[src/rtl/riscv_pkg.sv]
`default_nettype none
// ============================================================================
// Module      : riscv_pkg
// Description : Shared opcodes, pc_sel encodings and fetch FSM states for the
//               3-stage RISC-V core.
// Revision    : 1.0 - initial release
// ============================================================================
package riscv_pkg;

  // Major opcodes (inst[6:0])
  localparam logic [6:0] REGREG = 7'b0110011;
  localparam logic [6:0] REGIMM = 7'b0010011;
  localparam logic [6:0] LOAD   = 7'b0000011;
  localparam logic [6:0] STORE  = 7'b0100011;
  localparam logic [6:0] BRANCH = 7'b1100011;
  localparam logic [6:0] JALR   = 7'b1100111;
  localparam logic [6:0] JAL    = 7'b1101111;
  localparam logic [6:0] LUI    = 7'b0110111;
  localparam logic [6:0] AUIPC  = 7'b0010111;
  localparam logic [6:0] NOP    = 7'b0000000;

  // Bubble injected whenever no fetched instruction is available
  localparam logic [31:0] NOP_INST = 32'h0000_0000;

  // Next-PC select from the control logic
  localparam logic [1:0] PC_SEL_SEQ    = 2'b00;
  localparam logic [1:0] PC_SEL_TARGET = 2'b01;

  typedef enum logic [1:0] {
    BOOT  = 2'd0,
    RUN   = 2'd1,
    DRAIN = 2'd2
  } fetch_state_t;

endpackage
`default_nettype wire

[src/rtl/fetch_buffer.sv]
`default_nettype none
// ============================================================================
// Module      : fetch_buffer
// Description : DEPTH-entry synchronous FIFO of {pc, inst}. Flush beats push.
// Revision    : 1.0 - initial release
// ============================================================================
module fetch_buffer
  import riscv_pkg::*;
#(
  parameter int DEPTH = 2
) (
  input  logic                     clk,
  input  logic                     rst,
  input  logic                     push,
  input  logic                     pop,
  input  logic                     flush,
  input  logic [63:0]              wdata,
  output logic [63:0]              rdata,
  output logic                     full,
  output logic                     empty,
  output logic [$clog2(DEPTH):0]   count
);

  localparam int AW = $clog2(DEPTH);
  localparam logic [AW:0] FULL_CNT = (AW+1)'(DEPTH);

  logic [63:0]   mem [DEPTH];
  logic [AW-1:0] wr_ptr;
  logic [AW-1:0] rd_ptr;
  logic [AW:0]   cnt;
  logic          do_push;
  logic          do_pop;

  assign empty   = (cnt == '0);
  assign full    = (cnt == FULL_CNT);
  assign count   = cnt;
  assign rdata   = mem[rd_ptr];
  assign do_pop  = pop && !empty && !flush;
  assign do_push = push && !flush && (!full || do_pop);

  // Pointer and occupancy bookkeeping; flush empties the FIFO in one edge
  always_ff @(posedge clk or posedge rst) begin
    if (rst) begin
      wr_ptr <= '0;
      rd_ptr <= '0;
      cnt    <= '0;
    end else if (flush) begin
      wr_ptr <= '0;
      rd_ptr <= '0;
      cnt    <= '0;
    end else begin
      if (do_push) wr_ptr <= wr_ptr + 1'b1;
      if (do_pop)  rd_ptr <= rd_ptr + 1'b1;
      if (do_push && !do_pop)      cnt <= cnt + 1'b1;
      else if (!do_push && do_pop) cnt <= cnt - 1'b1;
    end
  end

  // Storage array, written only on an accepted push
  always_ff @(posedge clk) begin
    if (do_push) mem[wr_ptr] <= wdata;
  end

  a_no_overflow: assert property (@(posedge clk) disable iff (rst)
    !(push && full && !pop && !flush));

endmodule
`default_nettype wire

[src/rtl/fetch_unit.sv]
`default_nettype none
// ============================================================================
// Module      : fetch_unit
// Description : Instruction fetch front end: PC generation, in-order imem
//               requests, response buffering and redirect/discard handling.
// Revision    : 1.0 - initial release
// ============================================================================
module fetch_unit
  import riscv_pkg::*;
#(
  parameter logic [31:0] RESET_PC        = 32'h0000_0000,
  parameter int          MAX_OUTSTANDING = 2,
  parameter int          BUF_DEPTH       = 2
) (
  input  logic        clk,
  input  logic        rst,
  output logic        imem_req_o,
  output logic [31:0] imem_addr_o,
  input  logic        imem_gnt_i,
  input  logic        imem_rvalid_i,
  input  logic [31:0] imem_rdata_i,
  input  logic        stall_i,
  input  logic [1:0]  pc_sel_i,
  input  logic [31:0] target_i,
  output logic [31:0] inst_o,
  output logic [31:0] pc_o,
  output logic        inst_valid_o
);

  fetch_state_t state, state_nx;

  logic [31:0] fetch_pc;
  logic [1:0]  outstanding, out_nx;
  logic [1:0]  discard_cnt;
  logic [31:0] pcq [4];
  logic [1:0]  pcq_wr, pcq_rd;

  logic        redirect, fire, rsp, drop, push, pop;
  logic [63:0] buf_rdata;
  logic        buf_full, buf_empty;
  logic [$clog2(BUF_DEPTH):0] buf_count;
  int          occ;

  assign redirect    = (pc_sel_i == PC_SEL_TARGET);
  assign fire        = imem_req_o && imem_gnt_i;
  assign rsp         = imem_rvalid_i && (outstanding != 2'd0);
  assign drop        = rsp && (discard_cnt != 2'd0);
  assign push        = rsp && !drop;
  assign pop         = !redirect && !stall_i && !buf_empty;
  assign imem_addr_o = fetch_pc;

  logic unused_bits;
  assign unused_bits = &{1'b0, target_i[1:0], buf_full};

  // Request gating, outstanding update and next-state selection
  always_comb begin
    occ        = int'(outstanding) + int'(buf_count);
    imem_req_o = (state == RUN) && (occ < MAX_OUTSTANDING) && (occ < BUF_DEPTH);
    out_nx     = outstanding;
    if ((imem_req_o && imem_gnt_i) && !rsp)      out_nx = outstanding + 2'd1;
    else if (!(imem_req_o && imem_gnt_i) && rsp) out_nx = outstanding - 2'd1;
    state_nx = state;
    case (state)
      BOOT:    state_nx = RUN;
      RUN:     state_nx = RUN;
      DRAIN:   if (discard_cnt == 2'd0 || (drop && discard_cnt == 2'd1)) state_nx = RUN;
      default: state_nx = BOOT;
    endcase
    // Everything still in flight after this cycle is stale on a redirect
    if (redirect) state_nx = (out_nx != 2'd0) ? DRAIN : RUN;
  end

  // FSM state, fetch PC and response accounting
  always_ff @(posedge clk or posedge rst) begin
    if (rst) begin
      state       <= BOOT;
      fetch_pc    <= RESET_PC;
      outstanding <= 2'd0;
      discard_cnt <= 2'd0;
      pcq_wr      <= 2'd0;
      pcq_rd      <= 2'd0;
    end else begin
      state       <= state_nx;
      outstanding <= out_nx;
      if (redirect)  fetch_pc <= {target_i[31:2], 2'b00};
      else if (fire) fetch_pc <= fetch_pc + 32'd4;
      if (redirect)  discard_cnt <= out_nx;
      else if (drop) discard_cnt <= discard_cnt - 2'd1;
      if (fire) pcq_wr <= (pcq_wr == 2'(MAX_OUTSTANDING - 1)) ? 2'd0 : pcq_wr + 2'd1;
      if (rsp)  pcq_rd <= (pcq_rd == 2'(MAX_OUTSTANDING - 1)) ? 2'd0 : pcq_rd + 2'd1;
    end
  end

  // Per-request PC record, matched to responses in order
  always_ff @(posedge clk) begin
    if (fire) pcq[pcq_wr] <= fetch_pc;
  end

  fetch_buffer #(.DEPTH(BUF_DEPTH)) u_buf (
    .clk   (clk),
    .rst   (rst),
    .push  (push),
    .pop   (pop),
    .flush (redirect),
    .wdata ({pcq[pcq_rd], imem_rdata_i}),
    .rdata (buf_rdata),
    .full  (buf_full),
    .empty (buf_empty),
    .count (buf_count)
  );

  // Output register: redirect bubbles, stall holds, otherwise pop or bubble
  always_ff @(posedge clk or posedge rst) begin
    if (rst) begin
      inst_o       <= NOP_INST;
      pc_o         <= 32'h0;
      inst_valid_o <= 1'b0;
    end else if (redirect) begin
      inst_o       <= NOP_INST;
      inst_valid_o <= 1'b0;
    end else if (!stall_i) begin
      if (!buf_empty) begin
        pc_o         <= buf_rdata[63:32];
        inst_o       <= buf_rdata[31:0];
        inst_valid_o <= 1'b1;
      end else begin
        inst_o       <= NOP_INST;
        inst_valid_o <= 1'b0;
      end
    end
  end

endmodule
`default_nettype wire

[config.mk]
export PLATFORM = sky130hd
export DESIGN_NAME = fetch_unit
export DESIGN_NICKNAME = d
export VERILOG_FILES = /design/src/rtl/riscv_pkg.sv /design/src/rtl/fetch_buffer.sv /design/src/rtl/fetch_unit.sv
export SDC_FILE = /design/constraint.sdc
export NUM_CORES = 1
export LEC_CHECK = 0
export ABC_AREA = 0
export BUFFER_PORTS_ARGS = -buffer_cell sky130_fd_sc_hd__buf_2
export CAP_MARGIN = 20
export CORE_MARGIN = 2
export CORE_UTILIZATION = 45
export DETAILED_ROUTE_END_ITERATION = 7
export GPL_ROUTABILITY_DRIVEN = 1
export SLEW_MARGIN = 25
export SYNTH_ARGS = -nofsm -noshare
export SYNTH_HDL_FRONTEND = slang
export SYNTH_SLANG_ARGS = --single-unit
[constraint.sdc]
create_clock -name clk -period 6.1 [get_ports clk]
set_input_delay 0.305 -clock clk [delete_from_list [all_inputs] [get_ports clk]]
set_output_delay 0.305 -clock clk [all_outputs]
set_load 0.02 [all_outputs]
==> flow_summary.ini, run 1 <==
[min_path]
holdPathStages = 3
min_from = target_i[31]
min_to = imem_addr_o[31]$_DFFE_PP0P_
hold_class = in -> reg

[critical_path]
end_kind = flip-flop
arrival_ps = 3520
cp_max_fo = 30
start_kind = flip-flop
critical_path_class = reg -> reg
r2r_cells = 6
regToRegSetupSlack_ps = 2720
rr_endpoint = pcq[3][10]$_DFFE_PP_
required_ps = 6240
worstReg2RegStart = u_buf.count[0]$_DFFE_PP0P_

[cts]
clk_pin_slew_worst_paths_ps = 60
ctsRootBufferMaster = clkbuf_16
htree_levels = 2
clock-sinks = 351
cts_setup_buffers = 0
cts_resized = 0
clockBufferDepth = 3
cts_buffers = 38
clock_latency_ps = 520
cts_tree = built

[cells_and_area]
n_fill_cell = 2425
drive_gt1_frac = 0.249
synthToLayoutAreaGrowth_pct = 22.6
n_antenna_cell = 0
final_cell_area_um2 = 16400
multiInputGateArea_um2 = 3230
nNetsFinal = 1151
regArea_um2 = 10000

[floorplanning]
ios = 169
core_area_um2 = 29500
start_util = 0.455
die_h_um = 177
row_count = 63
dieArea_um2 = 31200
fp.dieW_um = 177

[route]
num_vias = 7585
wl_mm = 26.9
dr.pass1.iters = 4
route.detailed.drc = 0
routedWlPerCell_um = 18.0
vias_per_cell = 5.07
drtAntennaViolNets = 0
drt_iter0_drc = 530

[timing]
setup_viol = 0
tightest_slew_ps = 1050
hold_viol = 0
finalCritPeriodShare = 0.554
timing.slew.headroom = 0.300
finClkSkew_ps = 23.9
clock.fmax_mhz = 296
period_minus_slack_ps = 3380
tns_ps = 0
drv_slew = 0
rsz0062_at_grt = false

[yosys]
synth_compound_gate_area_share = 0.0457
ys_seq_area_frac = 0.746
synth_largest_area_cell = edfxtp_1
synth_ff_type = edfxtp_1
syn_avg_cell_area_um2 = 15.9
synth_common_cells = 244 x edfxtp_1, 110 x nand2_1, 107 x dfrtp_1
async_reset_ff_frac = 0.305
synth_xor_area_frac = 0.0216
synth.distinct_cells = 45
yosys_warnings = 0
synth-seq-cells = 351
synth_area_leaders = edfxtp_1 55%, dfrtp_1 20%, mux4_2 5.0%
yosysMostFrequentCell = edfxtp_1
synthMuxAreaShare = 0.0975
synthCells = 844
synth_top_area_frac = 0.546
synth_area_um2 = 13400
synthAdderAreaFrac = 0.00522
synth_top_family_by_area = multiplexers
synthSimpleGateAreaFrac = 0.0673
synth_edf_count = 244

[power]
ir_drop_mv = 0.204
p_per_area_nw_per_um2 = 412
total_power_mw = 6.78
power.leakage_nw = 6.26

[grt]
grtUsageTotal = 0.177
antenna_found_initial = 0
grt_pass1_vias = 7746
grt_first_pass_wirelength_mm = 42.6
grt_max_degree = 94
grt_overflow = 0

[placed_design]
dpl_cell_area_um2 = 14700
portBuffers = 162
routabilityCongestion = 0.736
dp_hpwl_mm = 15.9

[job]
maxCapViolCount = 0

[outcome]
status = completed
## repair_timing
item	in CTS	in global routing
hold buffers	59	0
endpoints found under the hold margin	102	0
endpoints found under the setup margin	0	0
## through the flow
step | worst slack [ps] | util | hold WS [ps] | instances
after global placement | 2680 | 0.497 | 454 | 1366
after CTS | 2630 | 0.558 | 0.984 | 1495
after global routing | 2440 | 0.558 | 15.5 | 1495
after detailed placement | 2660 | 0.497 | 463 | 1366
final | 2720 | 0.558 | 21.7 | 1495
after floorplan | 1380 | - | 404 | 847
## kinds of logic after synthesis
kind of cell,Yosys count
AO/OA/AOI/OAI,113
XOR/XNOR,33
multiplexers,93
other,1
buffers and inverters,54
flip-flops,351
adder cells (fa/ha/maj),5
AND/OR/NAND/NOR,194
## area by class of cell
cell class              instances  share of cell area
well taps                     390              0.0297
repair buffers                232              0.0902
flip-flops and latches        351               0.609
clock inverters                23              0.0127
multi-input cells             442               0.196
clock buffers                  47              0.0599
inverters                      10             0.00243
## worst max-delay path: stages (launching register included)
cell and delay [ps]:
dfrtp_1 390, inv_1 100, nor2_1 130, fa_1 420, or4b_1 700, nor2_1 450, and3_2 800
## metal layers
layer  wire length, um  GRT usage  up-vias  share of wire
met4               350     0.0455        0          0.013
met3              1300     0.0299       24          0.048
met5                 0          0        -              0
met2             13000      0.292      191           0.48
li1                  -          -     3614              -
met1             12200      0.246     3756           0.45
## layout by cell type, fill, tap and decap left out, types with 2 or more instances in the layout
cell,instances
nor2_1,14
nor2_4,2
o21ai_0,91
a21oi_1,4
nand2_1,110
xnor2_1,8
nand2b_1,3
dfrtp_1,104
buf_4,11
mux2i_1,62
clkinv_1,5
nand3_1,16
dfrtp_2,2
o21a_1,3
conb_1,4
and2_1,4
dlygate4sd3_1,59
and3_1,7
edfxtp_1,244
nand4_1,17
a211oi_1,2
and3_2,2
buf_2,162
nor2b_1,2
o31ai_1,2
inv_6,2
nor4_1,5
a31oi_1,3
clkinv_2,10
ha_1,4
bufinv_16,3
mux4_2,30
clkbuf_1,9
nor3_1,2
inv_1,9
clkbuf_16,38
xor2_1,25
## worst max path at each step
| stage | from | to | slack [ps] |
|---|---|---|---|
| 2_1_floorplan | u_buf.count[0]$_DFFE_PP0P_ | pcq[2][10]$_DFFE_PP_ | 1380 |
| 3_3_place_gp | u_buf.count[0]$_DFFE_PP0P_ | pcq[3][21]$_DFFE_PP_ | 2680 |
| 3_5_place_dp | u_buf.count[0]$_DFFE_PP0P_ | pcq[3][21]$_DFFE_PP_ | 2660 |
| 4_1_cts | u_buf.count[0]$_DFFE_PP0P_ | pcq[3][10]$_DFFE_PP_ | 2630 |
| 5_1_grt | outstanding[1]$_DFF_PP0_ | u_buf.mem[1][47]$_DFFE_PP_ | 2440 |
| 6_report | u_buf.count[0]$_DFFE_PP0P_ | pcq[3][10]$_DFFE_PP_ | 2720 |
## where the power goes
part / switching (mW) / internal [mW]
Clock: 0.894 / 1.28
Sequential: 0.239 / 2.99
Combinational: 0.831 / 0.543
Total: 1.96 / 4.81
## state kept, by name, summed over array words and instances (netlist names), 30 cells and up
signal and cells:
pcq 120, inst_o 32, imem_addr_o 30, u_buf.mem 124
pc_o 30
Note: power is estimated with default switching activity, not from simulation.
==> inputs of run 2 (changes only) <==
PLACE_DENSITY = 0.67   (was default)
clock period = 2.83 ns   (was 6.1 ns; I/O delays follow)
==> run 2 against run 1 <==
- maximum frequency grew 26%
- design area grew 2.7%
- largest power group unchanged
- power grew 120%
==> flow_summary.ini, run 2 (same netlist as run 1, synthesis figures left out) <==
[cells_and_area]
mostFrequentLayoutCells = 244 x edfxtp_1, 162 x buf_2, 109 x nand2_1, 105 x dfrtp_1, 91 x o21ai_0
regMostFlops = u_buf.mem
n_antenna_cell = 0
final_cell_area_um2 = 16900
top_regs = u_buf.mem (124), pcq (120), inst_o (32)
synthToLayoutAreaGrowth_pct = 25.9
fin_cells = 1516
layout_commonest_cell = edfxtp_1
n_fill_cell = 2313
largest_reg_flops = 124
nNetsFinal = 1174
drive_gt1_frac = 0.263

[critical_path]
regToRegSetupSlack_ps = 150
cp_max_fo = 7
cpMaxStageDelayCell = or4b_1
cpLargestDelayFamily = simple AND/OR/NAND/NOR gates
path_buf_inv = 2
crit_path_cell_trace = inv_2 -> nor2_2 -> fa_1 -> or4b_1 -> buf_4 -> nor3_4 -> nand4_2 -> or4_1 -> nand3_1
worstReg2RegStart = u_buf.count[0]$_DFFE_PP0P_
r2r_cells = 9
end_kind = flip-flop
rr_endpoint = imem_addr_o[31]$_DFFE_PP0P_
required_ps = 3280
arrival_ps = 3130
start_kind = flip-flop
critical_path_class = reg -> reg
cpPeakStageDelay_ps = 480

[route]
drtAntennaViolNets = 0
num_vias = 7765
wl_mm = 27.0
drt_iter0_drc = 415
route.detailed.drc = 0
vias_per_cell = 5.12
dr.pass1.iters = 4
routedWlPerCell_um = 17.8

[timing]
rsz0062_at_grt = false
finalHoldWorstSlack_ps = 43.1
setup_ws_ps = 147
clock.fmax_mhz = 373
finClkSkew_ps = 18.1
drv_slew = 0
finalCritPeriodShare = 0.948
tightest_slew_ps = 807
period_minus_slack_ps = 2680
timing.slew.headroom = 0.461
hold_viol = 0
setup_viol = 0

[floorplanning]
dieArea_um2 = 31200
core_area_um2 = 29500
start_util = 0.455
row_count = 63
die_h_um = 177
fp.dieW_um = 177
ios = 169

[power]
swShare = 0.281
power_switching_mw = 4.22
p_seq_frac = 0.469
total_power_mw = 15.0
clkPwrFrac = 0.326
power_frac_comb = 0.205
p_per_area_nw_per_um2 = 888
ir_drop_mv = 0.541
p_int_mw = 10.8
power.leakage_nw = 6.44

[cts]
clk_pin_slew_worst_paths_ps = 60
clock_latency_ps = 510
cts_setup_buffers = 0
clock-sinks = 351
htree_levels = 2
cts_buffers = 36
cts_tree = built
ctsRootBufferMaster = clkbuf_16
clockBufferDepth = 3

[outcome]
status = completed

[grt]
grt_pass1_vias = 7881
grt_first_pass_wirelength_mm = 42.9
grt_max_degree = 94
grtUsageTotal = 0.177
antenna_found_initial = 0
grt_overflow = 0

[min_path]
min_to = pcq_rd[0]$_DFFE_PP0P_
holdPathStages = 3
min_from = imem_rvalid_i
hold_class = in -> reg

[placed_design]
dp.cells = 1385
routabilityCongestion = 0.779
portBuffers = 162
dpl_worst_slack_ps = 122
dp_hpwl_mm = 16.7
dpl_cell_area_um2 = 15000

[job]
maxCapViolCount = 0
-- run 2: metal layers --
layer	wire length, um	global-route usage	vias up	share of wire
met5	0	0	-	0
met4	417	0.0475	0	0.015
met3	1360	0.0292	39	0.050
met2	13200	0.299	216	0.49
met1	12100	0.240	3848	0.45
li1	-	-	3662	-
-- run 2: how the worst max path moves through the flow --
stage                                  endpoint  cells past startpoint                        from  slack, ps
CTS                        state[1]$_DFFE_PP0P_                      9  u_buf.count[0]$_DFFE_PP0P_        100
floorplan                  pcq[2][10]$_DFFE_PP_                      8  u_buf.count[0]$_DFFE_PP0P_       -250
finish              imem_addr_o[31]$_DFFE_PP0P_                      9  u_buf.count[0]$_DFFE_PP0P_        150
detailed placement         state[1]$_DFFE_PP0P_                      9  u_buf.count[0]$_DFFE_PP0P_        120
global route               state[1]$_DFFE_PP0P_                      9  u_buf.count[0]$_DFFE_PP0P_          2
global placement           state[1]$_DFFE_PP0P_                      9  u_buf.count[0]$_DFFE_PP0P_        140
-- run 2: power by group through the flow --
stage          clock network (mW)  logic [mW]  registers [mW]
6_report                     4.89        3.07            7.03
5_1_grt                      5.22        3.38            7.14
4_1_cts                      5.02        3.12            7.04
3_5_place_dp                    0        3.04            7.14
3_3_place_gp                    0        3.01            7.10
2_1_floorplan                   0        1.72            7.31
-- run 2: metrics by stage --
| step | TNS (ps) | util |
|---|---|---|
| final | 0 | 0.573 |
| after global routing | 0 | 0.573 |
| after CTS | 0 | 0.573 |
| after detailed placement | 0 | 0.508 |
| after global placement | 0 | 0.508 |
| after floorplan | -12190 | - |
-- run 2: tightest hold or removal path, cell delays in order --
cell	delay [ps]
buf_2	110
nand2b_1	160
xnor2_1	90
-- run 2: area by class of cell --
class                      instances  area (um2)  area share
tap                              390         488      0.0289
inverter                          10        45.0     0.00267
timing repair buffer             257        1840       0.109
multi-input combinational        442        3260       0.193
sequential                       351       10000       0.593
clock inverter                    15         236      0.0140
clock buffer                      51        1010      0.0597
-- run 2: timing repair --
action | CTS | global route
hold buffers | 65 | 0
endpoints found under the hold margin | 124 | 0
gates resized for setup | 0 | 1
endpoints found under the setup margin | 0 | 2
